==> src/rtl/mp_add_pkg.sv <==
// Shared types and helpers for the multi-precision add sequencer.
package mp_add_pkg;

  typedef enum logic {
    IDLE = 1'b0,
    RUN  = 1'b1
  } mp_add_state_e;

  // Word index width; a single-word configuration still needs one bit.
  function automatic int idx_width(input int num_words);
    return (num_words <= 1) ? 1 : $clog2(num_words);
  endfunction

endpackage

==> src/rtl/full_adder.sv <==
// Narrow BIT_WIDTH-bit full adder, shared across words by the sequencer.
module full_adder #(
  parameter int BIT_WIDTH = 4
) (
  input  logic [BIT_WIDTH-1:0] a,
  input  logic [BIT_WIDTH-1:0] b,
  input  logic                 cin,
  output logic [BIT_WIDTH-1:0] sum,
  output logic                 cout
);

  assign {cout, sum} = {1'b0, a} + {1'b0, b} + {{BIT_WIDTH{1'b0}}, cin};

endmodule

==> src/rtl/mp_add_sequencer.sv <==
// Multi-precision add sequencer: adds two NUM_WORDS*BIT_WIDTH-bit operands
// one word per cycle (LSW first) through a single full_adder.
// Optional macro MP_ADD_SEQUENCER_SUB_EN adds a 'sub' input that turns the
// operation into a - b (b inverted, carry-in forced to 1; cout=1 = no borrow).
//
// state | meaning
// IDLE  | waiting for start; sum/cout hold the last result
// RUN   | one word added per clock, idx selects the current word
module mp_add_sequencer
  import mp_add_pkg::*;
#(
  parameter int BIT_WIDTH = 4,
  parameter int NUM_WORDS = 4
) (
  input  logic                           clk,
  input  logic                           rst_n,
  input  logic                           start,
`ifdef MP_ADD_SEQUENCER_SUB_EN
  input  logic                           sub,
`endif
  input  logic [BIT_WIDTH*NUM_WORDS-1:0] a,
  input  logic [BIT_WIDTH*NUM_WORDS-1:0] b,
  input  logic                           cin,
  output logic                           busy,
  output logic                           done,
  output logic [BIT_WIDTH*NUM_WORDS-1:0] sum,
  output logic                           cout
);

  localparam int TOTAL = BIT_WIDTH * NUM_WORDS;
  localparam int IW    = idx_width(NUM_WORDS);
  localparam logic [IW-1:0] LAST_IDX = IW'(NUM_WORDS - 1);

  mp_add_state_e state_q, state_d;
  logic [TOTAL-1:0] a_sh_q, a_sh_d;
  logic [TOTAL-1:0] b_sh_q, b_sh_d;
  logic [TOTAL-1:0] res_sh_q, res_sh_d;
  logic [TOTAL-1:0] sum_q, sum_d;
  logic [IW-1:0]    idx_q, idx_d;
  logic             carry_q, carry_d;
  logic             cout_q, cout_d;
  logic             done_q, done_d;

  logic [BIT_WIDTH-1:0] fa_sum;
  logic                 fa_cout;
  logic [TOTAL-1:0]     res_next;
  logic [TOTAL-1:0]     b_in;
  logic                 cin_in;

`ifdef MP_ADD_SEQUENCER_SUB_EN
  assign b_in   = sub ? ~b : b;
  assign cin_in = sub ? 1'b1 : cin;
`else
  assign b_in   = b;
  assign cin_in = cin;
`endif

  full_adder #(.BIT_WIDTH(BIT_WIDTH)) u_full_adder (
    .a    (a_sh_q[BIT_WIDTH-1:0]),
    .b    (b_sh_q[BIT_WIDTH-1:0]),
    .cin  (carry_q),
    .sum  (fa_sum),
    .cout (fa_cout)
  );

  // New sum word enters at the top; after NUM_WORDS shifts the LSW sits at bit 0.
  generate
    if (NUM_WORDS == 1) begin : g_res_single
      assign res_next = fa_sum;
    end else begin : g_res_multi
      assign res_next = {fa_sum, res_sh_q[TOTAL-1:BIT_WIDTH]};
    end
  endgenerate

  // Next-state, datapath shifting and completion decode.
  always_comb begin
    state_d  = state_q;
    a_sh_d   = a_sh_q;
    b_sh_d   = b_sh_q;
    res_sh_d = res_sh_q;
    sum_d    = sum_q;
    idx_d    = idx_q;
    carry_d  = carry_q;
    cout_d   = cout_q;
    done_d   = 1'b0;
    case (state_q)
      IDLE: begin
        if (start) begin
          a_sh_d  = a;
          b_sh_d  = b_in;
          carry_d = cin_in;
          idx_d   = '0;
          state_d = RUN;
        end
      end
      RUN: begin
        a_sh_d   = a_sh_q >> BIT_WIDTH;
        b_sh_d   = b_sh_q >> BIT_WIDTH;
        res_sh_d = res_next;
        carry_d  = fa_cout;
        if (idx_q == LAST_IDX) begin
          sum_d   = res_next;
          cout_d  = fa_cout;
          done_d  = 1'b1;
          idx_d   = '0;
          state_d = IDLE;
        end else begin
          idx_d = idx_q + 1'b1;
        end
      end
      default: state_d = IDLE;
    endcase
  end

  // State and datapath registers; reset aborts any operation in flight.
  always_ff @(posedge clk or negedge rst_n) begin
    if (!rst_n) begin
      state_q  <= IDLE;
      a_sh_q   <= '0;
      b_sh_q   <= '0;
      res_sh_q <= '0;
      sum_q    <= '0;
      idx_q    <= '0;
      carry_q  <= 1'b0;
      cout_q   <= 1'b0;
      done_q   <= 1'b0;
    end else begin
      state_q  <= state_d;
      a_sh_q   <= a_sh_d;
      b_sh_q   <= b_sh_d;
      res_sh_q <= res_sh_d;
      sum_q    <= sum_d;
      idx_q    <= idx_d;
      carry_q  <= carry_d;
      cout_q   <= cout_d;
      done_q   <= done_d;
    end
  end

  assign busy = (state_q == RUN);
  assign done = done_q;
  assign sum  = sum_q;
  assign cout = cout_q;

endmodule

==> config.mk <==
export PLATFORM = sky130hd
export DESIGN_NAME = mp_add_sequencer
export DESIGN_NICKNAME = d
export VERILOG_FILES = /design/src/rtl/mp_add_pkg.sv /design/src/rtl/full_adder.sv /design/src/rtl/mp_add_sequencer.sv
export SDC_FILE = /design/constraint.sdc
export NUM_CORES = 1
export LEC_CHECK = 0
export ABC_AREA = 0
export CAP_MARGIN = 20
export CORE_ASPECT_RATIO = 1.1
export CORE_MARGIN = 2
export CORE_UTILIZATION = 51
export CTS_CLUSTER_DIAMETER = 150
export DETAILED_ROUTE_END_ITERATION = 6
export GPL_ROUTABILITY_DRIVEN = 0
export PLACE_DENSITY = 0.89
export REMOVE_ABC_BUFFERS = 1
export SKIP_LAST_GASP = 1
export SLEW_MARGIN = 20
export SYNTH_ARGS = -nofsm -noshare
export SYNTH_HDL_FRONTEND = slang
export SYNTH_HIERARCHICAL = 1
export SYNTH_SLANG_ARGS = --single-unit
==> constraint.sdc <==
create_clock -name clk -period 2.5 [get_ports clk]
set_clock_uncertainty 0.15 [all_clocks]
set_input_delay 0.375 -clock clk [delete_from_list [all_inputs] [get_ports clk]]
set_output_delay 0.375 -clock clk [all_outputs]
set_load 0.01 [all_outputs]
After elaboration in Yosys (flattened, before gate mapping)
Cells that the tools add are included.

word-level totals
  register bits after elaboration = 70
  bits of input ports = 36
  logic and storage cells = 30

cells by class
  add/subtract/negate cells = 3
  equality and inequality tests = 2
  multiplexer cells = 14
  bitwise gates (word level) = 1
  reductions and logical operators = 1

operator list
  operator                                                       number
  16-bit one-hot mux with 2 select lines                         2
  16-bit 2-to-1 mux                                              2
  4-bit by 4-bit adder with 5-bit output                         1
  5-bit by 1-bit adder with 5-bit output                         1
  1-bit 2-to-1 mux                                               5
  2-bit 2-to-1 mux                                               2
  1-bit one-hot mux with 2 select lines                          2
  2-bit one-hot mux with 2 select lines                          1
  2-bit by 1-bit adder with 2-bit output, second input constant  1
  2-bit == test, second input constant                           1
  2-bit != test, second input constant                           1
  2-bit AND reduction                                            1
  1-bit inverter                                                 1

Longest topological paths before layout
  depth in word-level cells = 3
  depth in mapped cells = 8

Cells and area by module
Netlist, hierarchy kept.

by module, submodules not included
  module            times used  cells an instance  area an instance (sq um)  sequential area each (sq um)
  mp_add_sequencer  1           207                2,756.4                   1,651.6
  full_adder        1           16                 143.9                     0.0

Least setup slack after synthesis
Ideal clock, no wire load.

  path kind = reg-to-reg
  start = reg a_sh_q[0]
  end = reg cout_q, in the netlist cout
  arrival = 1.561 ns
  data required time = 2.225 ns
  setup slack = 0.665 ns
  cell stages (with the launch flop) = 8
  buffers on the path = 0
  cells stage by stage = dfrtp_1 fa_1 inv_1 fa_1 nor2b_1 o21ai_0 nand2b_1 mux2_2

between the ends
  word-level cells in the longest chain between the ends = 2

ends and longest elaborated chain
  what                                    RTL line                 text
  start: declaration                      mp_add_sequencer.sv:35   logic [TOTAL-1:0] a_sh_q, a_sh_d;
  start signal: assignment                mp_add_sequencer.sv:129  a_sh_q <= a_sh_d;
  4-bit by 4-bit adder with 5-bit output  full_adder.sv:12         assign {cout, sum} = {1'b0, a} + {1'b0, b} + {{BIT_WIDTH{1'b0}}, cin};
  5-bit by 1-bit adder with 5-bit output  full_adder.sv:12
  net fa_cout                             mp_add_sequencer.sv:45   logic fa_cout;
  end signal: assignment                  mp_add_sequencer.sv:135  cout_q <= cout_d;
  end: declaration                        mp_add_sequencer.sv:41   logic cout_q, cout_d;

The timed path passes the listed nets, and every way through them passes these cells.
A chain may end at the register's enable or synchronous reset.

Worst setup path after layout
  start = reg state_q, in the netlist busy
  end = out busy

RTL lines
  what                      RTL line                 text
  start: declaration        mp_add_sequencer.sv:34   mp_add_state_e state_q, state_d;
  start signal: assignment  mp_add_sequencer.sv:128  state_q <= state_d;
  end: declaration          mp_add_sequencer.sv:24   output logic busy,

No word-level cell between the ends.

==> metrics <==
relative slew slack=between 50% and 60%; per-cell routed wire length=13.7 um; htree depth=3; Hold WS=around 0.33 ns; final antenna-violating net count=0; DRT iter0 DRCs=73; fraction of layout cells with a size suffix above 1=about 20%; worst vdd ir=0.496 mV; Clock Sinks=66; Initial Util=53.4%; die area=about 0.0063 mm2; family with the most delay on the worst path=flip-flops; cells on worst reg2reg path=7; Ant. Diodes=0; Die Span Y=slightly above 80 um; first-pass GRT wire length=between 8000 and 9000 um; Mapped Avg Cell Area=between 10 and 15 um2; FMAX=approximately 470 MHz; final WL=a little under 5000 um; Pre-antenna DRT Iters=4; Slowest cell on crit path=dfrtp_2; Final period util=about 86%; P_sw=around 1.3 mW; sequential area share after synthesis=between 50% and 60%; Comb pwr share=36.6%; top cells by area, synth=dfrtp_1 (57%), mux2i_1 (12%), mux2_2 (7.8%); antenna violations before repair=0; Cell variety after synth=22; vias per cell=around 5; Cell Area, Synth=about 0.0029 mm2; Pwr Density=1130 mW/mm2; core box area=around 0.0054 mm2; CP arrival=around 1.6 ns; type of origin of the critical path=flop; CP Depth=1; GRT Residual Overflow=0; CTS clk-pin slew, worst paths=roughly 0.070 ns; Inserted Clock Buffers=9; unrepaired setup endpoints after global routing=no; worst slew pin tran=approximately 0.75 ns; WS Path Type=reg2out; #FFs+latches synth=66; Setup-failing EPs final=0; post-route non-filler standard cell count=362; clk_lat worst skew=~0.35 ns; synth warn=6; # DRC=0; Design Power=4.16 mW; DP Cell Count=about 350; CTS resizes=0; area fraction of the dominant cell type after synthesis=between 50% and 60%; via count=1814; min Tclk post-route=around 2.1 ns; WHS Path Cells=2; vias in the first global route=around 1800; nets=~320; hpwl dp=roughly 3500 um; die width=between 70 and 80 um; post-route core utilization=around two thirds; Setup crit end kind=output port; hold_buf cts=1; # Post-CTS Setup Buffers=0; pin count of the biggest net entering global routing=42; Rows=28; register share of total power=a little over two fifths; clk buf depth=2; CTS tree=built; buffers added on ports=54; Slew Limit Fails=0; Root Driver=clkbuf_8; Hold WC Path Type=reg2reg; Critical path buffers and inverters=1; Gate Count Post-Synth=about 220; Synth area leader=dfrtp_1; Tot GR Track Use=between 10% and 20%; switch share=31.5%; Leakage=between 1.5 and 2 nW; CP Data Required Time=1.98 ns; I/O Pins=55; Area Overhead vs Synth=26.4%; Max Cap Viol=0; crit path cell chain=clkdlybuf4s50_1; Clock Power Share=between 20 and 25%; CP Max Fanout=23; Hold Vio Cnt, Final=0; CP peak stage delay=0.64 ns; status=complete, no violations; internal power=about 2.8 mW
-- cells in the mapped netlist (all sizes together) --
library cell   n
dfrtp         66
nand2         26
nor2b          1
a22o           1
inv            5
a21o           1
o21ai         26
nor2           9
fa             2
xnor2          2
clkbuf         1
a21oi          2
nand2b         2
mux2          29
mux2i         34
ha             4
buf           12
-- registers in the layout, indices dropped and copies added (netlist names) --
name,cells
sum,16
busy,1
b_sh_q,16
a_sh_q,16
cout,1
idx_q,2
done,1
carry_q,1
res_sh_q,12
-- per-layer routing --
layer	part of all wire, %	vias up	track usage, %
met5	0	-	0
met4	3.1	0	11.9
met3	4.8	11	4.02
met2	48	48	27.4
met1	44	874	21.3
li1	-	881	-
-- layout make-up --
class	count	area [um2]
inverter	5	18.8
timing repair buffer	61	586
fill	410	1760
clock inverter	4	25.0
tap	75	93.8
sequential	66	1650
multi-input combinational	139	1130
clock buffer	12	165
-- power groups by stage --
stage	Combinational, mW	Sequential, mW	Clock [mW]
floorplan	0.864	1.87	0
global placement	1.46	1.80	0
detailed placement	1.54	1.83	0
CTS	1.54	1.81	0.857
global route	1.67	1.87	0.895
finish	1.52	1.80	0.836
-- layout by cell type, fill, tap and decap left out, types with 4 or more instances in the layout --
master | Yosys | final
mux2_2 | 20 | 20
nand2_1 | 25 | 25
mux2i_1 | 34 | 34
dfrtp_1 | 66 | 65
clkbuf_8 | 0 | 12
o21ai_0 | 26 | 26
ha_1 | 4 | 4
mux2_4 | 9 | 9
nor2_1 | 9 | 9
inv_1 | 5 | 5
clkdlybuf4s50_1 | 0 | 52
buf_4 | 1 | 6
-- kinds of logic after synthesis --
group	Yosys count	synth area share (%)
fa+ha+maj	6	3.11
buf+inv	18	4.23
compound gates	30	5.52
xor+xnor	2	0.604
mux	63	24.2
flops	66	56.9
simple gates	38	5.44
-- stage by stage --
stage	worst slack [ns]	instance area, um2	TNS (ns)
6_report	0.360	3670	0
5_1_grt	0.290	3670	0
4_1_cts	0.336	3670	0
3_5_place_dp	0.567	3470	0
3_3_place_gp	0.620	3470	0
2_1_floorplan	-0.0299	2800	-0.364
-- final timing paths --
path	to	slack, ns	start
min in group asynchronous	sum[1]	0.48	rst_n
worst min register to register	b_sh_q[4]	0.33	b_sh_q[8]
worst min-delay path	b_sh_q[4]	0.33	b_sh_q[8]
worst max-delay path	busy	0.36	busy
worst max register to register	cout	0.57	a_sh_q[0]
max in group asynchronous	a_sh_q[5]	0.99	rst_n
Note: power is estimated with default switching activity, not from simulation.
==> patch (same flow settings) <==
Add a define of `MP_ADD_SEQUENCER_SUB_EN`.
--- a/src/rtl/mp_add_sequencer.sv
+++ b/src/rtl/mp_add_sequencer.sv
@@ -6,6 +6,8 @@
 // state | meaning
 // IDLE  | waiting for start; sum/cout hold the last result
 // RUN   | one word added per clock, idx selects the current word
+`define MP_ADD_SEQUENCER_SUB_EN
+
 module mp_add_sequencer
   import mp_add_pkg::*;
 #(
Interface: changed (added sub); port bits go from 55 to 56. No check against the original RTL was run, so the function may have changed too.
==> patch against the original RTL <==
  * Area after synthesis increased by 6.0%
  * Wire length increased by 10%
  * Total power decreased by 2.2%
  * First-iteration DRC count decreased by 30%
  * Highest routed layer unchanged
  * Worst setup slack got worse by 0.050 ns
  * Largest cell class unchanged
  * Hold slack got worse by 0.026 ns
  * Utilization decreased by 1.9 points
  * Clock power decreased by 8.6%
  * Final area increased by 3.9%
  * Sequential cell count unchanged
==> patch: results (changes against the original RTL) <==
Status -> finished, final reports clean (unchanged)
First-pass GRT wire length -> 9.60 mm (was 8.47 mm)
CTS H-tree lvls -> 3 (unchanged)
Root Driver -> clkbuf_8 (unchanged)
Place WS -> 0.574 ns (was 0.567 ns)
Non-Filler Instances -> 381 (was 362)
Largest delay share family, worst path -> flip-flops (unchanged)
Leak -> 1.72 nW (was 1.75 nW)
R2R Path Start -> a_sh_q[0] (unchanged)
CP startpoint -> busy (unchanged)
Yosys cell types -> 33 (was 22)
GRT met1 Usage -> 22.9% (was 21.3%)
Vias in the first global route -> 2,032 (was 1,821)
Met3 Use GR -> 5.85% (was 4.02%)
Fraction of layout cells with a size suffix above 1 -> 21.4% (was 19.5%)
GR Util All Layers -> 18.9% (was 17.4%)
I/O Buffers -> 55 (was 54)
Hpwl dp -> 3.92 mm (was 3.53 mm)
Async S/R FF share, synth -> 100% (unchanged)
Crit path DAT -> 1.66 ns (was 1.61 ns)
Sw Pwr -> 1.30 mW (was 1.31 mW)
Max IR drop VDD -> 491 uV (was 496 uV)
Worst-path maximum fanout -> 31 (was 23)
Hold Crit Start -> start (was b_sh_q[8])
Fill cells -> 456 (was 410)
Worst skew pair latency -> 0.34 ns
DR pass1 iterations -> 4 (unchanged)
Fin Hold WS -> 0.308 ns (was 0.334 ns)
Met2 Use GR -> 29.9% (was 27.4%)
Sequential area share after synthesis -> 53.7% (was 56.9%)
Max-slew headroom -> 66.8% (was 50.2%)
PostCTS Resize Cnt -> 0 (unchanged)
Synth top cells by count -> 66 x dfrtp_1, 29 x mux2_2, 21 x nand2_1 (was 66 x dfrtp_1, 34 x mux2i_1, 26 x o21ai_0)
Placed cell count -> 364 (was 345)
Synth Warn # -> 6 (unchanged)
Post-synth EDFFs -> 0 (unchanged)
Vias -> 1,935 (was 1,814)
Drt total wl -> 5.47 mm (was 4.97 mm)
Crit-path max cell delay -> 0.68 ns (was 0.64 ns)
Critical path's slowest cell -> dfrtp_2 (unchanged)
Deepest clock path buffer count -> 2 (unchanged)
Clock transition at path regs -> 0.07 ns (about the same)
Initial antenna violation count -> 0 (unchanged)
Initial DRC Count -> 51 (was 73)
F_max -> 457 MHz (was 467 MHz)
FF-to-FF setup slack -> 0.55 ns (was 0.57 ns)
CTS buffer count -> 9 (unchanged)
Nets -> 342 (was 324)
Top cells by area, synth -> dfrtp_1 54%, mux2_2 11%, mux2i_1 5.5%, xnor2_1 4.0%, buf_6 2.6% (was dfrtp_1 57%, mux2i_1 12%, mux2_2 7.8%, mux2_4 4.7%, o21ai_0 4.5%)
Worst hold path class -> in -> reg (was reg -> reg)
Largest net degree at the start of global routing -> 35 (was 42)
Placed Area -> 3630 um^2 (was 3470 um^2)
Inserted Diodes -> 0 (unchanged)
Post-Syn Instances -> 241 (was 223)
==> patch: cell types whose count changed after synthesis, moves of 9 or more <==
cell and delta:
mux2_4 -9, mux2_2 +9, mux2i_1 -17, o21ai_0 -13, xnor2_1 +12
==> patch: layout make-up <==
class	count	area (um^2)	area share, %
inverters	5	18.8	0.493
well taps	77	96.3	2.53
clock buffers	10	138	3.61
clock inverters	6	32.5	0.854
flip-flops and latches	66	1650	43.4
multi-input cells	154	1270	33.3
repair buffers	63	603	15.8
==> patch: worst paths after layout <==
path                              to  depth (start not counted)
min reg2reg                b_sh_q[6]                          2
max reg2reg                     cout                          7
min                          carry_q                          3
max                             busy                          1
max in group asynchronous       busy                          3
min in group asynchronous    sum[12]                          3
==> patch: cells by family after synthesis <==
family / after synthesis / synth area share [%]
multiplexers: 46 / 16.2
adder cells (fa/ha/maj): 6 / 2.93
AND/OR/NAND/NOR: 50 / 8.51
AO/OA/AOI/OAI: 34 / 8.55
flip-flops: 66 / 53.7
buffers and inverters: 21 / 5.01
XOR/XNOR: 18 / 5.13
==> patch: repair_timing <==
action / CTS / global route
hold buffers: 1 / 0
endpoints found under the hold margin: 66 / 0
buffers inserted: 0 / 0
==> patch: per-layer routing <==
metal	share of wire (%)	wire length [um]	vias up
met4	3.4	184	0
met1	43	2380	918
met2	48	2620	52
met5	0	0	-
li1	-	-	948
met3	5.2	284	17
==> patch: tightest hold or removal path, stage by stage <==
cell and delay (ns):
buf_2 0.17, nor2_1 0.12, o31ai_1 0.08
==> patch: power by group through the flow <==
stage	Clock, mW	Combinational (mW)	Sequential, mW
6_report	0.764	1.50	1.80
4_1_cts	0.788	1.52	1.80
2_1_floorplan	0	0.854	1.85
3_5_place_dp	0	1.52	1.82
5_1_grt	0.838	1.66	1.87
3_3_place_gp	0	1.45	1.79
